===== config.mk =====
export PLATFORM = sky130hd
export DESIGN_NAME = data_mem_ctrl
export DESIGN_NICKNAME = d
export VERILOG_FILES = /design/src/rtl/data_mem_ctrl.sv
export SDC_FILE = /design/constraint.sdc
export NUM_CORES = 2
export LEC_CHECK = 0
export CAP_MARGIN = 20
export CORE_ASPECT_RATIO = 1.75
export CORE_MARGIN = 4
export CORE_UTILIZATION = 35
export CTS_BUF_LIST = sky130_fd_sc_hd__clkbuf_4 sky130_fd_sc_hd__clkbuf_8 sky130_fd_sc_hd__clkbuf_16
export CTS_CLUSTER_DIAMETER = 150
export DETAILED_ROUTE_END_ITERATION = 6
export MAX_ROUTING_LAYER = met4
export SLEW_MARGIN = 5
export SYNTH_ARGS = -nofsm -noshare
export SYNTH_HDL_FRONTEND = slang
export SYNTH_SLANG_ARGS = --single-unit

===== constraint.sdc =====
create_clock -name clk -period 3.6 [get_ports clk]
set_input_delay 1.08 -clock clk [delete_from_list [all_inputs] [get_ports clk]]
set_output_delay 1.08 -clock clk [all_outputs]
set_load 0.01 [all_outputs]

===== src/rtl/data_mem_ctrl.sv =====
// -----------------------------------------------------------------------------
// data_mem_ctrl
//
// Word-addressed synchronous data RAM behind a valid/ready request port.
// Replaces the combinational-read data memory of the single-cycle core: the
// load/store path now issues a request and receives exactly one response
// RD_LAT cycles later, in order, with no back-pressure on the response side.
//
// After reset (and on a clr_start pulse while idle) a hardware clear sequence
// walks every word and writes zero. Requests are refused while it runs.
// Addresses at or above DEPTH never touch the array and are flagged with
// rsp_err; there is no aliasing or wrap.
//
// Parameters
//   DATA_W  data word width in bits (multiple of 8)
//   ADDR_W  request address width; the address is a word index
//   DEPTH   number of words (at most 2**ADDR_W)
//   RD_LAT  request-to-response latency in cycles (1..4)
//   BE_W    number of byte lanes, DATA_W/8 (derived, leave at default)
//
// Ports
//   clk        system clock, rising edge
//   rst_n      asynchronous active-low reset
//   req_valid  request present
//   req_ready  request can be accepted this cycle (idle, not clearing)
//   req_we     1 = write, 0 = read
//   req_addr   word index
//   req_wdata  write data
//   req_be     byte-lane write enables, bit k gates bits 8k+7:8k
//   clr_start  one-cycle pulse requesting a full clear (ignored while clearing)
//   rsp_valid  one-cycle response strobe
//   rsp_rdata  read data; 0 for writes, errors and when rsp_valid is low
//   rsp_err    the request address was >= DEPTH
//   init_busy  clear sequence in progress
// -----------------------------------------------------------------------------
module data_mem_ctrl #(
  parameter int DATA_W = 16,
  parameter int ADDR_W = 16,
  parameter int DEPTH  = 128,
  parameter int RD_LAT = 1,
  parameter int BE_W   = DATA_W / 8
) (
  input  logic              clk,
  input  logic              rst_n,
  input  logic              req_valid,
  output logic              req_ready,
  input  logic              req_we,
  input  logic [ADDR_W-1:0] req_addr,
  input  logic [DATA_W-1:0] req_wdata,
  input  logic [BE_W-1:0]   req_be,
  input  logic              clr_start,
  output logic              rsp_valid,
  output logic [DATA_W-1:0] rsp_rdata,
  output logic              rsp_err,
  output logic              init_busy
);

  // Width of an in-range word index and of the clear counter.
  localparam int IDX_W = (DEPTH > 1) ? $clog2(DEPTH) : 1;
  localparam logic [IDX_W-1:0] LAST_IDX = IDX_W'(DEPTH - 1);

  // DEPTH widened by one bit so the range compare is exact even when
  // DEPTH == 2**ADDR_W (every address is then in range).
  localparam logic [ADDR_W:0] DEPTH_EXT = (ADDR_W + 1)'(DEPTH);

  typedef enum logic {
    ST_INIT,
    ST_IDLE
  } state_t;

  state_t           state;
  logic [IDX_W-1:0] clr_cnt;

  logic             accept;
  logic             in_range;
  logic [IDX_W-1:0] idx;
  logic [DATA_W-1:0] rd_word;

  // Storage array.
  logic [DATA_W-1:0] mem [DEPTH];

  // Response pipeline; the last stage drives the outputs directly so every
  // response output is a flop.
  logic              pipe_valid [RD_LAT];
  logic [DATA_W-1:0] pipe_rdata [RD_LAT];
  logic              pipe_err   [RD_LAT];

  // ---------------------------------------------------------------------------
  // Request decode
  // ---------------------------------------------------------------------------
  // req_ready is high only in IDLE, so an accepted request can never collide
  // with a clear-sequence write in the same cycle.
  assign accept   = req_valid & req_ready;
  assign in_range = {1'b0, req_addr} < DEPTH_EXT;
  assign idx      = req_addr[IDX_W-1:0];

  // Read word captured at the acceptance edge. Writes, out-of-range requests
  // and idle cycles all load zero into the first pipeline stage.
  // NOTE: every variable assigned in always_comb gets a default first so no
  // path leaves it unassigned and no latch is inferred.
  always_comb begin
    rd_word = '0;
    if (accept && !req_we && in_range) begin
      rd_word = mem[idx];
    end
  end

  // ---------------------------------------------------------------------------
  // Control FSM: clear sequence and request gating
  // ---------------------------------------------------------------------------
  // INIT visits words 0..DEPTH-1, one per cycle, and moves to IDLE on the edge
  // that writes the last word, so the clear takes exactly DEPTH cycles.
  // clr_start is only looked at in IDLE; a request accepted in the same cycle
  // still completes because req_ready was already high for that edge.
  // NOTE: state is updated with non-blocking assignments so every flop sees
  // the pre-edge values of its peers, whatever the statement order.
  always_ff @(posedge clk or negedge rst_n) begin
    if (!rst_n) begin
      state     <= ST_INIT;
      clr_cnt   <= '0;
      req_ready <= 1'b0;
      init_busy <= 1'b1;
    end else begin
      case (state)
        ST_INIT: begin
          if (clr_cnt == LAST_IDX) begin
            state     <= ST_IDLE;
            clr_cnt   <= '0;
            req_ready <= 1'b1;
            init_busy <= 1'b0;
          end else begin
            clr_cnt <= clr_cnt + 1'b1;
          end
        end
        ST_IDLE: begin
          if (clr_start) begin
            state     <= ST_INIT;
            clr_cnt   <= '0;
            req_ready <= 1'b0;
            init_busy <= 1'b1;
          end
        end
        default: begin
          state     <= ST_INIT;
          clr_cnt   <= '0;
          req_ready <= 1'b0;
          init_busy <= 1'b1;
        end
      endcase
    end
  end

  // ---------------------------------------------------------------------------
  // Storage
  // ---------------------------------------------------------------------------
  // NOTE: the array has no reset; it maps onto plain RAM, and the INIT sequence
  // that follows every reset zeroes it before any request can be accepted.
  always_ff @(posedge clk) begin
    if (state == ST_INIT) begin
      mem[clr_cnt] <= '0;
    end else if (accept && req_we && in_range) begin
      for (int k = 0; k < BE_W; k++) begin
        if (req_be[k]) begin
          mem[idx][8*k +: 8] <= req_wdata[8*k +: 8];
        end
      end
    end
  end

  // ---------------------------------------------------------------------------
  // Response pipeline
  // ---------------------------------------------------------------------------
  // Stage 0 is loaded at the acceptance edge, so the response appears RD_LAT
  // cycles after acceptance. Empty slots carry zero data and zero error, which
  // keeps rsp_rdata/rsp_err at 0 whenever rsp_valid is low. The pipeline keeps
  // shifting during INIT so in-flight responses drain; reset discards them.
  always_ff @(posedge clk or negedge rst_n) begin
    if (!rst_n) begin
      for (int i = 0; i < RD_LAT; i++) begin
        pipe_valid[i] <= 1'b0;
        pipe_rdata[i] <= '0;
        pipe_err[i]   <= 1'b0;
      end
    end else begin
      pipe_valid[0] <= accept;
      pipe_rdata[0] <= rd_word;
      pipe_err[0]   <= accept & ~in_range;
      for (int i = 1; i < RD_LAT; i++) begin
        pipe_valid[i] <= pipe_valid[i-1];
        pipe_rdata[i] <= pipe_rdata[i-1];
        pipe_err[i]   <= pipe_err[i-1];
      end
    end
  end

  assign rsp_valid = pipe_valid[RD_LAT-1];
  assign rsp_rdata = pipe_rdata[RD_LAT-1];
  assign rsp_err   = pipe_err[RD_LAT-1];

endmodule


==> flow_metrics.py <==
metrics = {
    "outcome": {
        "run_status": "complete, no violations",
    },
    "floorplan": {
        "core_area_sq_mm": 0.2340,
        "dieArea_sq_mm": 0.2432,
        "start_util_pct": 35.15,
        "die_w_microns": 374.5,
        "die_y_microns": 649.4,
        "row_count": 235,
        "io_pins": 59,
    },
    "placement": {
        "dp_slack_ps": -648.4,
        "portBuffers": 58,
        "place_area_sq_mm": 0.09148,
        "hpwl_microns": 158600,
        "gp_congestion": 0.9846,
    },
    "sta": {
        "final-hold-violation-count": 0,
        "hold_slack_ps": 354.9,
        "finalSetupViolCount": 0,
        "finalClockSkew_ps": 40.77,
        "slew-limit-headroom_pct": 37.53,
        "drv_slew": 0,
        "rsz0062_at_grt": "false",
        "fin_ws_ps": 129.7,
        "min_period_over_period_pct": 96.40,
        "fin_setup_tns_ps": 0,
        "max_freq_mhz": 288.2,
        "finalCriticalPeriod_ps": 3470,
        "worst_pin_slew_ps": 929.8,
    },
    "critical_path": {
        "endpoint_kind": "register",
        "worstPathRequired_ps": 4080,
        "crit_type": "in -> reg",
        "cp_num_buf_inv": 5,
        "cp-start-kind": "input port",
        "crit_path_max_fanout": 20,
        "max_stage_delay_ps": 720,
        "critPathSlowestCell": "mux2i_1",
        "cp_data_arrival_time_ps": 3950,
        "crit_chain": "clkdlybuf4s50_1, nor4_1, buf_4, nand4_1, buf_4, nor3_4, buf_12, buf_12, mux2i_1, nor2_1",
        "crit_family": "buffers and inverters",
    },
    "route": {
        "first_pass_iters": 5,
        "via_per_inst": 5.349,
        "vias": 43320,
        "wl_per_cell_microns": 27.90,
        "drc": 0,
        "drt_iter0_drc": 3749,
        "wl_microns": 225900,
        "antenna_left": 0,
    },
    "clock_network": {
        "cts_buffer_depth": 4,
        "cts-root-buf": "clkbuf_16",
        "hold_buffers": 0,
        "path_clk_slew_ps": 70,
        "cts_buffers": 172,
        "post_cts_buffers": 0,
        "clock_sinks": 2076,
        "cts_tree": "yes",
        "clk_latency_ps": 820,
        "post_cts_resized": 0,
        "cts.htree.levels": 4,
    },
    "cells_and_area": {
        "nets": 4929,
        "final_cell_mix": "2048 x edfxtp_1, 626 x mux2i_1, 451 x buf_4",
        "final_common_cell": "edfxtp_1",
        "postLayoutCellArea_sq_mm": 0.09697,
        "drive_gt1_share_pct": 23.80,
        "syn2layout_area_growth_pct": 17.86,
    },
    "logic_synthesis": {
        "synthArstFlopShare_pct": 1.349,
        "yosysTopAreaCellShare_pct": 74.74,
        "synthCells": 4350,
        "synth_area_sq_mm": 0.08228,
        "synthFlopType": "edfxtp_1",
        "synthTopCellsByArea": "edfxtp_1 75%, mux2i_1 7.7%, mux4_2 6.6%",
        "syn_nets": 4390,
        "ys_warn_count": 0,
        "synth_edf_count": 2048,
        "ys_seq_elements": 2076,
        "syn_avg_cell_area_sq_um": 18.91,
        "yosysTopAreaCell": "edfxtp_1",
        "ys_seq_area_share_pct": 75.60,
        "yosysUniqueCellTypes": 49,
    },
    "power": {
        "pwr-share-comb_pct": 10.5,
        "max-vdd-ir-drop_uv": 459.5,
        "power_density_mw_per_mm2": 524.9,
        "p_sw_share_pct": 23.78,
        "seq_power_share_pct": 53.0,
        "intPower_uw": 38800,
        "pwr-share-clk_pct": 36.6,
        "leakagePower_uw": 0.03626,
        "p_sw_uw": 12110,
    },
    "global_route": {
        "track_usage_pct": 18.67,
        "antenna_found_initial": 9,
        "overflow": 0,
        "grt_pass1_vias": 45590,
        "grt_pass1_wl_microns": 323000,
        "grt_max_degree": 67,
    },
    "worst_hold_path": {
        "min_path_type": "in -> async",
    },
    "job": {
        "maxCapViolations": 0,
    },
}
[synthesized netlist by cell type, types with 19 or more instances]
cell type,instances
a221oi_1,48
buf_1,21
edfxtp_1,2048
dfrtp_1,27
o221ai_1,48
buf_4,48
nand2_1,53
mux4_2,240
nor2_1,326
buf_2,51
a21oi_1,116
buf_6,21
clkbuf_1,130
or4_1,48
nor3_1,25
mux2_2,48
mux2i_1,631
and2_1,19
a22oi_1,240
[through the flow]
step | instances | power, uW | util [%]
after global placement | 7796 | 32720 | 39.08
after CTS | 8094 | 51220 | 41.43
after detailed placement | 7796 | 32780 | 39.08
after global routing | 8099 | 52340 | 41.43
after floorplan | 4350 | 29700 | -
final | 8099 | 50910 | 41.43
[flip-flops by register name (all words and copies together) (netlist names)]
| name | flops |
|---|---|
| rsp_rdata | 16 |
| mem | 2048 |
| clr_cnt | 7 |
| init_busy | 1 |
| rsp_err | 1 |
| state | 1 |
| req_ready | 1 |
| rsp_valid | 1 |
[power by group through the flow]
stage / sequential [uW] / combinational (uW) / clock [uW]
after floorplan: 27400 / 2330 / 0
after global placement: 27500 / 5250 / 0
after detailed placement: 27500 / 5290 / 0
after CTS: 27000 / 5310 / 19000
after global routing: 27000 / 5470 / 19900
final: 27000 / 5330 / 18600
[worst paths after layout]
| check | start | cells after the start | slack, ps | to |
|---|---|---|---|---|
| max | req_addr[10] | 10 | 130 | mem[2][11]$_DFFE_PP_ |
| min | rst_n | 1 | 350 | rsp_rdata[12]$_DFF_PN0_ |
| max reg2reg | clr_cnt[1]$_DFFE_PN0P_ | 5 | 280 | mem[17][13]$_DFFE_PP_ |
| min reg2reg | init_busy$_DFFE_PN1P_ | 2 | 500 | init_busy$_DFFE_PN1P_ |
| max in group asynchronous | rst_n | 1 | 2710 | rsp_rdata[2]$_DFF_PN0_ |
| min in group clk | init_busy$_DFFE_PN1P_ | 2 | 500 | init_busy$_DFFE_PN1P_ |
[kinds of logic after synthesis]
family	Yosys count	share of synthesized area, %
flops	2076	75.60
fa+ha+maj	1	0.01520
simple gates	547	3.079
buf+inv	283	1.893
compound gates	523	4.501
xor+xnor	1	0.01065
mux	919	14.90
[worst reg2reg max path: stages (launching register included)]
cell and delay [ps]:
dfrtp_1 580, nand2b_1 430, nor3_1 800, mux2i_1 260, buf_12 210, nor2_1 670
[per-layer routing]
layer  routed length [microns]  up-vias  GRT usage (%)
met1                     77800    22550          19.50
met5                         0        -              -
met2                    122900     1482          34.12
li1                          -    18780              -
met3                     10610      505          2.113
met4                     14680        0          10.28
[cell type report]
cell class,instances,area (sq um)
Clock buffer,211,4697
Timing Repair Buffer,643,6669
Antenna cell,5,12.51
Sequential cell,2076,62200
Tap cell,3081,3855
Fill cell,20670,137100
Multi-Input combinational cell,1991,18730
Clock inverter,87,788.3
Inverter,5,18.77
No activity file was read; power rests on OpenSTA's default activity.
